[config.mk]
export PLATFORM = sky130hd
export DESIGN_NAME = fracnet_mul_share_arbiter
export DESIGN_NICKNAME = d
export VERILOG_FILES = /design/src/rtl/fracnet_mul_share_arbiter.sv
export SDC_FILE = /design/constraint.sdc
export NUM_CORES = 1
export LEC_CHECK = 0
export CAP_MARGIN = 20
export CORE_ASPECT_RATIO = 1.5
export CORE_UTILIZATION = 38
export CTS_BUF_LIST = sky130_fd_sc_hd__clkbuf_16
export DETAILED_ROUTE_END_ITERATION = 10
export SLEW_MARGIN = 20
export SYNTH_ARGS = -nofsm -noshare
export SYNTH_HDL_FRONTEND = slang
export SYNTH_HIERARCHICAL = 1
export SYNTH_SLANG_ARGS = --single-unit
[constraint.sdc]
create_clock -name ap_clk -period 17.5 [get_ports ap_clk]
set_clock_uncertainty 0.2 [all_clocks]
set_input_delay 3.5 -clock ap_clk [delete_from_list [all_inputs] [get_ports ap_clk]]
set_output_delay 3.5 -clock ap_clk [all_outputs]
set_load 0.02 [all_outputs]
[src/rtl/fracnet_mul_share_arbiter.sv]
// Round-robin time-sharing of one pipelined signed multiplier between N_REQ requesters,
// with credit-limited issue and an in-order tagged first-word-fall-through result FIFO.

module fracnet_mul_share_arbiter_chk #(
   parameter int N_REQ = 4,
   parameter int OUT_DEPTH = 4,
   parameter int CW = 3
) (
   input logic             clk,
   input logic             rst,
   input logic             push,
   input logic             pop,
   input logic [CW-1:0]    count,
   input logic [N_REQ-1:0] req_valid,
   input logic [N_REQ-1:0] req_ready
);
   a_fifo_no_overflow: assert property (@(posedge clk) disable iff (rst)
      !(push && !pop && (count == CW'(OUT_DEPTH))));
   a_fifo_no_underflow: assert property (@(posedge clk) disable iff (rst)
      !(pop && (count == '0)));
   a_ready_onehot: assert property (@(posedge clk) disable iff (rst)
      $onehot0(req_ready) && ((req_ready & ~req_valid) == '0));
endmodule

module fracnet_mul_share_arbiter #(
   parameter int N_REQ = 4,
   parameter int ID_WIDTH = 2,
   parameter int A_WIDTH = 11,
   parameter int B_WIDTH = 11,
   parameter int P_WIDTH = 22,
   parameter int MUL_LATENCY = 3,
   parameter int OUT_DEPTH = 4
) (
   input  logic                       ap_clk,
   input  logic                       ap_rst,
   input  logic [N_REQ-1:0]           req_valid,
   output logic [N_REQ-1:0]           req_ready,
   input  logic [N_REQ*A_WIDTH-1:0]   req_a,
   input  logic [N_REQ*B_WIDTH-1:0]   req_b,
   output logic                       rsp_valid,
   input  logic                       rsp_ready,
   output logic [ID_WIDTH-1:0]        rsp_id,
   output logic [P_WIDTH-1:0]         rsp_data,
   output logic                       idle
);
   localparam int CW = $clog2(OUT_DEPTH + 1);
   localparam int PW = $clog2(OUT_DEPTH);

   logic [ID_WIDTH-1:0]       rr_ptr_q, rr_ptr_d;
   logic [CW-1:0]             credit_q, credit_d;
   logic [CW-1:0]             count_q, count_d;
   logic [PW-1:0]             wr_ptr_q, wr_ptr_d, rd_ptr_q, rd_ptr_d;
   logic [MUL_LATENCY-1:0]    pv_q, pv_d;
   logic [ID_WIDTH-1:0]       ptag_q [MUL_LATENCY];
   logic [ID_WIDTH-1:0]       ptag_d [MUL_LATENCY];
   logic signed [P_WIDTH-1:0] pprod_q [MUL_LATENCY];
   logic signed [P_WIDTH-1:0] pprod_d [MUL_LATENCY];
   logic [ID_WIDTH-1:0]       fid_q [OUT_DEPTH];
   logic [ID_WIDTH-1:0]       fid_d [OUT_DEPTH];
   logic [P_WIDTH-1:0]        fdat_q [OUT_DEPTH];
   logic [P_WIDTH-1:0]        fdat_d [OUT_DEPTH];

   logic [N_REQ-1:0]          grant_s;
   logic [ID_WIDTH-1:0]       gnt_idx_s;
   logic                      found_s;
   logic signed [A_WIDTH-1:0] a_sel_s;
   logic signed [B_WIDTH-1:0] b_sel_s;
   logic signed [P_WIDTH-1:0] prod_s;
   logic                      can_issue_s, accept_s, push_s, pop_s;

   // Round-robin grant: first pass covers rr_ptr..N_REQ-1, second pass wraps to 0..rr_ptr-1.
   always_comb begin
      grant_s = '0;
      gnt_idx_s = '0;
      found_s = 1'b0;
      a_sel_s = '0;
      b_sel_s = '0;
      for (int i = 0; i < N_REQ; i++) begin
         if (!found_s && req_valid[i] && (ID_WIDTH'(i) >= rr_ptr_q)) begin
            found_s = 1'b1;
            grant_s[i] = 1'b1;
            gnt_idx_s = ID_WIDTH'(i);
            a_sel_s = req_a[i*A_WIDTH +: A_WIDTH];
            b_sel_s = req_b[i*B_WIDTH +: B_WIDTH];
         end else begin
            found_s = found_s;
         end
      end
      for (int i = 0; i < N_REQ; i++) begin
         if (!found_s && req_valid[i]) begin
            found_s = 1'b1;
            grant_s[i] = 1'b1;
            gnt_idx_s = ID_WIDTH'(i);
            a_sel_s = req_a[i*A_WIDTH +: A_WIDTH];
            b_sel_s = req_b[i*B_WIDTH +: B_WIDTH];
         end else begin
            found_s = found_s;
         end
      end
   end

   assign can_issue_s = (credit_q < CW'(OUT_DEPTH));
   assign accept_s    = can_issue_s & found_s;
   assign req_ready   = can_issue_s ? grant_s : '0;
   assign prod_s      = P_WIDTH'(a_sel_s) * P_WIDTH'(b_sel_s);
   assign push_s      = pv_q[MUL_LATENCY-1];
   assign rsp_valid   = (count_q != '0);
   assign pop_s       = rsp_valid & rsp_ready;
   assign rsp_id      = rsp_valid ? fid_q[rd_ptr_q] : '0;
   assign rsp_data    = rsp_valid ? fdat_q[rd_ptr_q] : '0;
   assign idle        = (credit_q == '0);

   // Next-state for pointer, credit, multiplier pipeline and FIFO.
   always_comb begin
      if (accept_s) begin
         rr_ptr_d = (gnt_idx_s == ID_WIDTH'(N_REQ - 1)) ? '0 : gnt_idx_s + ID_WIDTH'(1);
      end else begin
         rr_ptr_d = rr_ptr_q;
      end
      case ({accept_s, pop_s})
         2'b10:   credit_d = credit_q + CW'(1);
         2'b01:   credit_d = credit_q - CW'(1);
         default: credit_d = credit_q;
      endcase
      pv_d[0] = accept_s;
      ptag_d[0] = gnt_idx_s;
      pprod_d[0] = prod_s;
      for (int s = 1; s < MUL_LATENCY; s++) begin
         pv_d[s] = pv_q[s-1];
         ptag_d[s] = ptag_q[s-1];
         pprod_d[s] = pprod_q[s-1];
      end
      fid_d = fid_q;
      fdat_d = fdat_q;
      if (push_s) begin
         fid_d[wr_ptr_q] = ptag_q[MUL_LATENCY-1];
         fdat_d[wr_ptr_q] = pprod_q[MUL_LATENCY-1];
         wr_ptr_d = wr_ptr_q + PW'(1);
      end else begin
         wr_ptr_d = wr_ptr_q;
      end
      if (pop_s) begin
         rd_ptr_d = rd_ptr_q + PW'(1);
      end else begin
         rd_ptr_d = rd_ptr_q;
      end
      case ({push_s, pop_s})
         2'b10:   count_d = count_q + CW'(1);
         2'b01:   count_d = count_q - CW'(1);
         default: count_d = count_q;
      endcase
   end

   // State registers; reset drops everything in flight or buffered.
   always_ff @(posedge ap_clk) begin
      if (ap_rst) begin
         rr_ptr_q <= '0;
         credit_q <= '0;
         count_q  <= '0;
         wr_ptr_q <= '0;
         rd_ptr_q <= '0;
         pv_q     <= '0;
         for (int s = 0; s < MUL_LATENCY; s++) begin
            ptag_q[s]  <= '0;
            pprod_q[s] <= '0;
         end
         for (int e = 0; e < OUT_DEPTH; e++) begin
            fid_q[e]  <= '0;
            fdat_q[e] <= '0;
         end
      end else begin
         rr_ptr_q <= rr_ptr_d;
         credit_q <= credit_d;
         count_q  <= count_d;
         wr_ptr_q <= wr_ptr_d;
         rd_ptr_q <= rd_ptr_d;
         pv_q     <= pv_d;
         ptag_q   <= ptag_d;
         pprod_q  <= pprod_d;
         fid_q    <= fid_d;
         fdat_q   <= fdat_d;
      end
   end

   fracnet_mul_share_arbiter_chk #(
      .N_REQ(N_REQ), .OUT_DEPTH(OUT_DEPTH), .CW(CW)
   ) u_chk (
      .clk(ap_clk), .rst(ap_rst), .push(push_s), .pop(pop_s), .count(count_q),
      .req_valid(req_valid), .req_ready(req_ready)
   );
endmodule

Word-level counts from Yosys, hierarchy flattened

Index checks and enable logic that the tools add are counted.

Flip-flop bits (word level): 183
Word-level logic and storage cells: 124
Output and inout port bits: 30

Muxes and demuxes: 56
Reduce and logical (&&, ||, !) cells: 23
Eq/ne operators: 5
Add/sub/neg operators: 7
Magnitude comparators: 8
Bitwise gates (word level): 4
Multiply operators: 1

Operators with widths:

| kind                                                                 | count |
|---|---|
| 11-bit two-way mux                                                   | 16 |
| 88-bit bitwise mux                                                   | 1 |
| 22-bit two-way mux                                                   | 4 |
| 22-bit binary-select mux with 2-bit select                           | 1 |
| 22-bit demux with 2-bit select                                       | 1 |
| 11-bit by 11-bit multiplier with 22-bit output                       | 1 |
| 2-bit two-way mux                                                    | 11 |
| 1-bit two-way mux                                                    | 16 |
| 1-bit logical AND                                                    | 12 |
| 3-bit case mux with 2 select lines                                   | 2 |
| 8-bit bitwise mux                                                    | 1 |
| 1-bit zero test                                                      | 7 |
| 2-bit by 1-bit adder with 2-bit output, second input constant        | 3 |
| 3-bit by 1-bit adder with 3-bit output, second input constant        | 2 |
| 2-bit == test, second input constant                                 | 3 |
| 3-bit >= comparator, second input constant                           | 2 |
| 2-bit NOT with 3-bit output                                          | 2 |
| 3-bit by 1-bit subtractor with 3-bit output, second input constant   | 2 |
| 2-bit binary-select mux with 2-bit select                            | 1 |
| 2-bit demux with 2-bit select                                        | 1 |
| 2-bit by 1-bit == test with 1-bit output, second input constant      | 2 |
| 1-bit by 2-bit >= comparator with 1-bit output, first input constant | 2 |
| 2-bit >= comparator, first input constant                            | 2 |
| 4-bit two-way mux                                                    | 1 |
| other kinds (6)                                                      | 8 |

Longest topological paths before layout

Gate-level depths: netlist of the first run.

Depth in word-level cells: 30
Mapped depth: 28
Depth with buffers taken out: 23

Least setup slack after synthesis of the first run

OpenSTA, ideal clock, no wires.

Kind: input -> register
Start point: input port req_valid[1]
End point: register pprod_q, in the netlist pprod_d[43]
Slack: 7.855 ns
Arrival time: 9.317 ns
Setup time: 0.128 ns
Cell stages on the path: 25
Cell sequence: buf_2 o21ba_4 o21ai_2 buf_2 buf_4 nand2_1 a41oi_2 a21o_2 nand2_1 fa_1 inv_1 fa_1 inv_1 fa_1 fa_1 fa_1 inv_1 ha_1 clkbuf_1 and3_1 a221oi_1 o221a_2 o31ai_1 xnor2_1 nor2_1

Word-level cells in the longest chain between the ends: 24
Elaborated cells on any way between the ends: 37

Ends and longest elaborated chain:

| what                                               | RTL line | source |
|---|---|---|
| start: declaration                                 | 36       | `input logic [N_REQ-1:0] req_valid,` |
| 1-bit logical AND (2 in a row)                     | 79       | `if (!found_s && req_valid[i] && (ID_WIDTH'(i) >= rr_ptr_q)) begin` |
| 1-bit two-way mux                                  | 79       |  |
| 1-bit zero test                                    | 79       |  |
| 1-bit logical AND (2 in a row)                     | 79       |  |
| 1-bit two-way mux                                  | 79       |  |
| 1-bit zero test                                    | 79       |  |
| 1-bit logical AND (2 in a row)                     | 79       |  |
| 1-bit two-way mux                                  | 79       |  |
| [... 5 more ...]                                   | n/a      |  |
| 1-bit two-way mux                                  | 90       | `if (!found_s && req_valid[i]) begin` |
| 1-bit zero test                                    | 90       |  |
| 1-bit logical AND                                  | 90       |  |
| 1-bit two-way mux                                  | 90       |  |
| 1-bit zero test                                    | 90       |  |
| 1-bit logical AND                                  | 90       |  |
| 11-bit two-way mux                                 | 90       |  |
| 11-bit by 11-bit multiplier with 22-bit output (*) | 105      | `assign prod_s = P_WIDTH'(a_sel_s) * P_WIDTH'(b_sel_s);` |
| end signal: assignment                             | 179      | `pprod_q <= pprod_d;` |
| end: declaration                                   | 56       | `logic signed [P_WIDTH-1:0] pprod_q [MUL_LATENCY];` |

Mark *: on every way between the ends. The rest lies on a longest branch, timed or not.
A chain may end at the register's enable or synchronous reset.

Worst setup path in the final report of the first run

Start point: input port req_valid[0]
End point: register pprod_q, in the netlist pprod_d[43]

Word-level cells in the longest chain between the ends: 27
Elaborated cells on any way between the ends: 42

Ends and longest elaborated chain:

| what                                               | RTL line |
|---|---|
| 1-bit logical AND                                  | 79 |
| 1-bit two-way mux                                  | 79 |
| 1-bit zero test                                    | 79 |
| 1-bit logical AND (2 in a row)                     | 79 |
| 1-bit two-way mux                                  | 79 |
| 1-bit zero test                                    | 79 |
| 1-bit logical AND (2 in a row)                     | 79 |
| 1-bit two-way mux                                  | 79 |
| [... 9 more ...]                                   | n/a |
| 1-bit two-way mux                                  | 90 |
| 1-bit zero test                                    | 90 |
| 1-bit logical AND                                  | 90 |
| 1-bit two-way mux                                  | 90 |
| 1-bit zero test                                    | 90 |
| 1-bit logical AND                                  | 90 |
| 11-bit two-way mux                                 | 90 |
| 11-bit by 11-bit multiplier with 22-bit output (*) | 105 |

Marked as above.

==> run summary, run 1 <==
Headroom to the max-slew limit came out at 25.7%. The library cell used most frequently in the layout, excluding fill and tap cells, is sky130_fd_sc_hd__nand2_1. The number of input and output port buffers inserted is 124. The filler-free cell count of the finished design is 1987.

Leaving out fill and tap cells, the most frequent cells in the layout are 293 x sky130_fd_sc_hd__nand2_1, 182 x sky130_fd_sc_hd__dfxtp_1, 174 x sky130_fd_sc_hd__inv_1. After detailed routing, the number of remaining DRC violations is 5. The core region area is ~33000 um2. Clock tree synthesis selected as its root buffer the cell sky130_fd_sc_hd__clkbuf_16.

The clock tree synthesis step divided the H-tree into 4 levels. In this run the deepest clock path goes through 2 buffers. The mean instance size in the synthesized netlist is 8.63 um2. Once the clock tree was built, the resizer swapped 0 gates to a different size. The maximum clock frequency is 0.0905 GHz. The maximum fanout encountered on the critical timing path is 25. The number of violations reported at the end of detailed-routing iteration 0 came out at 544. STA classifies the critical path startpoint as an input pin. At the worst endpoint, the required time is 17.60 ns. The overflow left after global routing is 0.

The worst hold path terminates at pprod_d[7]$_SDFF_PP0_. In this run the horizontal extent of the chip is 152 um. Once detailed placement completed, the half-perimeter wirelength came to 23300 um.

The run finished, with violations left. The number of register bits inferred by synthesis came out at 183. The number of nets in the synthesized netlist is ~1800. The number of maximum-capacitance constraint violations came out at 0. Dividing the detail-routed wire length by the instance count gives approximately 16 um. The detailed-route vias per instance came out at 5.13.

STA classifies the critical path endpoint as a flip-flop. The first-pass GRT wire length is 52800 um. In the synthesized netlist, the number of instances is 1489.

The final count of negative-setup-slack endpoints came out at 0. The area share of the largest cell type after synthesis came out at between 20% and 30%. The hold path startpoint is pprod_d[29]$_SDFF_PP0_. The shortest period the worst path allows came out at ~11 ns. The post-synthesis to final-layout area growth came out at 15.7%.

TritonCTS built the clock tree. Sequential elements use between 20% and 30% of the synthesized area. The number of routed nets with antenna violations is 0. The area of the mapped netlist came out at 12900 um2.

The post-layout worst setup margin is 6.45 ns. The global router's overall resource usage came out at 19.2%. The tree built by TritonCTS fans out to 183 sinks. The number of flops mapped to enable cells by yosys is 0. Of all cell types, the one taking the most synthesized area is sky130_fd_sc_hd__dfxtp_1. The worst register-to-register path ends at pprod_d[43]$_SDFF_PP0_.

The number of I/O pins came out at 125. At the end of the flow, the number of nets in the layout was 1821. The worst-skew pair later-pin latency is between 0.4 and 0.5 ns. The worst register-to-register path begins at rr_ptr_q[0]$_SDFFE_PP0P_. The warning count from the yosys run is 6.

Sorting the synthesized cells by area gives the leading types as sky130_fd_sc_hd__dfxtp_1 29%, sky130_fd_sc_hd__fa_1 19%, sky130_fd_sc_hd__nand2_1 8.6%. The first-pass iteration count of the detailed router came out at 9. After clock tree synthesis, the clock-pin slew on the worst setup and hold paths is 0.07 ns. The worst setup path is of the input pin to flip-flop kind.

Tracing the worst setup path back leads to its startpoint at req_valid[0]. The synthesized-area fraction occupied by adder cells is 23.8%. At the worst endpoint, the arrival time is ~11 ns. In the final layout, the share of cells above drive strength 1 is 6.07%. The total wire length after detailed routing came out at 31800 um.

The depth of the most critical reg-to-reg path came out at 21. The total count of max-transition violations in the final report came out at 0. The async set-or-reset flop fraction in the synthesized netlist is 0%. Setup repair after global routing left no endpoint under its margin. Once the floorplan was initialized, standard cells occupied 38.5% of the core. The most used flip-flop cell after synthesis is sky130_fd_sc_hd__dfxtp_1. Measured along the y axis, the die boundary spans 227 um. The main combinational cell family by area after synthesis is adder cells. The reg2reg setup slack came out at 9.49 ns.

The tightest hold margin came out at around 0.23 ns. In this run, distinct cell masters in the synthesized netlist total 78. The total die area came out at 34600 um2. The final-layout setup total negative slack came out at 0 ns. In the finished design, the share of the clock period the worst path needs comes to between 60 and 70%. The share of the synthesized area in compound gates (AO/OA/AOI/OAI) came out at 12.2%.

Measured against the total synthesized area, the mux share comes to 4.70%. The post-placement worst setup slack is 6.06 ns. The xor/xnor share of the synthesized area is 1.57%. At the pin with the least slew margin, the transition time is ~1.1 ns. The number of hold-slack violations in the final timing report came to 0. The site row count is 82. The global placement routability congestion is just over 0.9.

Once placement completed, the tool counted placed cells totaling 1953. Along the worst hold path, the cell count comes to 1. Of the total synthesized cell area, the portion taken by AND, OR, NAND and NOR gates is between 20% and 30%.

The path class of the tightest hold or removal check is flip-flop to flip-flop. The number of setup buffers added after CTS is 0. The maximum number of pins on one net before global-route repair is 103.

The via count of the first global-routing pass is ~11000. The final reports fail on design-rule violations. The total number of vias came out at 10200. Counting the buffers created by CTS gives 17.

The initial antenna violation count came out at 1. The number of hold buffers added after CTS was 0.
[final cells by class]
class | count | area (um2)
fill | 3268 | 18500
multi-input combinational | 1042 | 8140
sequential | 183 | 3660
timing repair buffer | 136 | 1340
inverter | 173 | 649
tap | 420 | 526
clock buffer | 17 | 425
clock inverter | 15 | 114
antenna | 1 | 2.50
[layer usage]
metal  track usage, %  share of wire (%)
met2             37.0                 54
met3             2.40                3.8
met1             20.4                 38
met4             10.3                4.3
met5                0                  0
[state kept, by name, summed over array words and instances, names as in the netlist]
name / flops
pprod_d: 44
ptag_d: 4
ptag_q: 2
credit_q: 3
fdat_q: 88
pv_q: 3
wr_ptr_q: 2
pprod_q: 22
rd_ptr_q: 2
rr_ptr_q: 2
fid_q: 8
count_q: 3
[per-stage QoR]
stage | util, % | instance area [um2]
final | 44.6 | 14900
after global routing | 44.6 | 14900
after CTS | 44.5 | 14800
after detailed placement | 42.9 | 14300
after global placement | 42.9 | 14300
after floorplan | - | 12900
[cell usage after synthesis, drive strengths merged, types with 5 or more instances]
master,count
and3,7
fa,119
nor2,76
nor3,9
a31oi,6
nand2,294
nand3,44
a21oi,133
buf,41
xnor2,15
and2,44
a22oi,14
nor2b,74
dfxtp,183
a211oi,5
ha,54
a221oi,18
nand2b,9
xor2,8
o21ai,8
o21a,5
and3b,6
a21o,14
mux4,24
clkbuf,50
inv,173
[logic make-up (layout without fill, tap and decap cells)]
group / after synthesis / count (layout)
multiplexers: 30 / 30
other: 0 / 1
adder cells (fa/ha/maj): 173 / 173
XOR/XNOR: 23 / 23
buffers and inverters: 264 / 341
flip-flops: 183 / 183
AO/OA/AOI/OAI: 235 / 235
AND/OR/NAND/NOR: 581 / 581
[critical path: stages]
cell	delay, ns
sky130_fd_sc_hd__clkdlybuf4s50_1	0.63
sky130_fd_sc_hd__nand2b_1	0.79
sky130_fd_sc_hd__a21o_1	0.61
sky130_fd_sc_hd__a21o_1	0.36
sky130_fd_sc_hd__a22oi_1	0.11
sky130_fd_sc_hd__nand2_1	0.37
sky130_fd_sc_hd__nand2_1	0.13
sky130_fd_sc_hd__fa_1	0.61
sky130_fd_sc_hd__inv_1	0.15
sky130_fd_sc_hd__fa_1	0.61
sky130_fd_sc_hd__inv_1	0.12
sky130_fd_sc_hd__fa_1	0.53
sky130_fd_sc_hd__fa_1	0.53
sky130_fd_sc_hd__fa_1	0.55
sky130_fd_sc_hd__inv_1	0.05
sky130_fd_sc_hd__ha_1	0.40
sky130_fd_sc_hd__and3_1	0.25
sky130_fd_sc_hd__a221oi_1	0.31
sky130_fd_sc_hd__o221a_2	0.23
sky130_fd_sc_hd__o31ai_1	0.07
sky130_fd_sc_hd__xnor2_1	0.16
sky130_fd_sc_hd__nor2_1	0.05
[how the worst max path moves through the flow]
stage,endpoint,slack [ns],depth (start not counted)
global route,pprod_d[43]$_SDFF_PP0_,5.88,22
detailed placement,pprod_d[43]$_SDFF_PP0_,6.06,22
floorplan,pprod_d[43]$_SDFF_PP0_,7.86,25
global placement,pprod_d[42]$_SDFF_PP0_,6.18,22
finish,pprod_d[43]$_SDFF_PP0_,6.45,22
CTS,pprod_d[43]$_SDFF_PP0_,6.51,22
Power of run 1 is left out: the tool's default activity adds up to more than one toggle a clock period on the data nets, which glitch-free logic cannot reach.
==> inputs of run 2 (changes only) <==
==> constraint.sdc (replaced) <==
create_clock -name ap_clk -period 11.35 [get_ports ap_clk]
set_clock_uncertainty 0.2 [all_clocks]
set_input_delay 2.27 -clock ap_clk [delete_from_list [all_inputs] [get_ports ap_clk]]
set_output_delay 2.27 -clock ap_clk [all_outputs]
set_load 0.02 [all_outputs]
==> run 2 against run 1 <==
  * The run still ends with design-rule violations left
  * Utilization rose by 0.24 points
  * Die area did not move
  * Sequential share of layout area fell by 0.13 points
  * Cell count rose by 0.20%
  * Critical path depth fell by 1
  * Via count fell by 0.17%
  * Design area rose by 0.55%
  * Clock-buffer cell count did not move
  * Non-clock buffer count rose by 5
  * Hold slack improved by 0.0012 ns
  * Critical endpoint unchanged
==> run summary, run 2 (synthesis results as in run 1) <==
The number of I/O pins is approximately 130. The detailed router finished its first iteration with 590 violations. The detailed-route vias per instance is between 5 and 6. Counting instances, the worst hold path has a depth of 1. The final-layout setup total negative slack is 0 ns. The routed wire length per instance is between 15 and 20 um.

The worst-skew pair later-pin latency came out at about 0.43 ns. The count of buffering cells on the critical path with inverters included came out at 4. The most common library cell in the layout ignoring fill and taps is sky130_fd_sc_hd__nand2_1. The height of the chip is 227 um. For the finished layout, the period the worst path requires is 9.47 ns. The total CTS buffers is 17. In the finished design, the share of the clock period the worst path needs comes to 83.5%. Once the clock tree was built, the resizer swapped 0 gates to a different size.

The data arrival time at the worst-slack endpoint came out at 9.58 ns. The post-cts hold buffer count is 0. The total die area is roughly 35000 um2. The final count of negative-setup-slack endpoints is 0.

In this run the number of H-tree levels came out at 4. The kind of critical path is input pin to flip-flop. The flip-flop count of the largest register, all copies and words added came out at 88. The net count of the finished layout is around 1800. The initial antenna violation count was 0. The checks that failed: design-rule violations.

Timing would allow up to 0.106 GHz. For this design, the slowest cell found on the critical path is sky130_fd_sc_hd__o2111a_1. The gate family responsible for the most delay along the worst path is adder cells. The CTS clock-pin slew for the worst setup and hold paths is 0.07 ns.

The library cells used most frequently in the layout, excluding fill and tap cells, are 293 x sky130_fd_sc_hd__nand2_1, 182 x sky130_fd_sc_hd__dfxtp_1, 173 x sky130_fd_sc_hd__inv_1. In this run the most critical hold path is launched from pprod_d[8]$_SDFF_PP0_. The count of nets left with antenna violations once routing finished came out at 0.

Setup repair after global routing left no endpoint under its margin. The critical path starts at req_valid[0]. Global routing used 19.7% of the available tracks. The share of post-route cells with drive strength above 1 came out at roughly 6.4%.

The clock tree buffer depth came out at 2. Following the worst setup path forward leads to its endpoint at pprod_d[43]$_SDFF_PP0_. The maximum fanout encountered on the critical timing path is 23. Once layout is complete, the utilization of the core stands at ~45%. The number of setup buffers added after CTS is 0. The critical path's largest stage delay came out at roughly 0.9 ns.

The congestion estimate from routability-driven global placement came to 0.841. The worst flop-to-flop path endpoint is pprod_d[43]$_SDFF_PP0_. The run finished, with violations left. Detailed placement ended at an HPWL of about 24000 um. The via count of the first global-routing pass came out at 10400. From synthesis to final layout, the design area changed by 16.3%. The repair_antennas step left the layout with diodes totalling 0. The measured slew at the worst slew-check pin is 1.08 ns.

The reg2reg setup slack came out at 3.90 ns. The depth of the critical timing path with buffers and inverters included is 21. The total number of vias is ~10000.

The total count of max-transition violations in the final report came to 0. The number of cells on the worst reg-to-reg path is 19. The width of the die came out at 152 um. Across the run, the number of max-cap violations was 0.

The remaining routing DRC violations is 5. The core region area is 33300 um2. STA classifies the critical path endpoint as a flip-flop. The startpoint type of the worst setup path is an input pin. The initial utilization of the core area, before any placement, comes to 38.5%. The most repeated library cell on the critical path is sky130_fd_sc_hd__fa_1.

Entering global routing, the biggest net connects 117 pins. The overflow left after global routing came out at 0. The first-pass iteration count of the detailed router came out at 8. The critical register-to-register path startpoint is rr_ptr_q[0]$_SDFFE_PP0P_.

The total wire length after detailed routing is 32300 um. The worst pin sits at a relative slew slack of 28.0%. The first-pass GRT wire length came out at 53600 um.

TritonCTS built the clock tree. The tree is rooted in a sky130_fd_sc_hd__clkbuf_16. The tightest min-delay check is of the flip-flop to flip-flop type.

For the worst setup path, the data required time is 11.45 ns. The site row count is 82. The number of input and output port buffers inserted came out at about 120. The register with the highest flop count is fdat_q. CTS saw roughly 180 sinks.

Walking the worst path, the cells encountered are clkdlybuf4s50_1, nor2_2, o2111a_1, a22oi_1, nand3_1, nand2_1, fa_1, inv_1, fa_1, inv_1, fa_1, fa_1, fa_1, inv_1, ha_1, and3_1, a221oi_1, o221a_2, o31ai_1, xnor2_1, nor2_1. The number of hold-slack violations in the final timing report is 0.
## run 2: worst min path at each step
stage	endpoint	slack (ns)
final	pprod_q[8]$_SDFF_PP0_	0.23
after CTS	pprod_q[5]$_SDFF_PP0_	0.24
after global placement	pv_q[1]$_SDFF_PP0_	0.22
after floorplan	pprod_d[0]$_SDFF_PP0_	0.21
after global routing	pprod_d[6]$_SDFF_PP0_	0.25
after detailed placement	pprod_q[5]$_SDFF_PP0_	0.22
## run 2: layer usage
metal  part of all wire (%)  vias to the layer above  wire length [um]  global-route usage, %
met5                      0                        -                 0                      0
met4                    3.9                        0              1240                   9.25
met3                    3.4                       63              1090                   1.98
met2                     55                      272             17700                   38.7
met1                     38                     4907             12300                   21.1
li1                       -                     4943                 -                      -
## run 2: through the flow
step	std cells	hold slack, ns	setup WS [ns]	area (um2)
after detailed placement	1959	0.221	1.54	14400
final	1991	0.233	1.88	14900
after global routing	1991	0.249	1.51	14900
after CTS	1991	0.237	2.01	14900
after floorplan	1489	0.214	2.94	12900
after global placement	1956	0.216	1.64	14300
## run 2: cell type report
type | count | area (um2)
fillers | 3270 | 18400
multi-input cells | 1042 | 8140
flip-flops and latches | 183 | 3660
repair buffers | 141 | 1410
inverters | 173 | 649
well taps | 420 | 526
clock buffers | 17 | 425
clock inverters | 15 | 130
Power of run 2 is left out for the same reason.
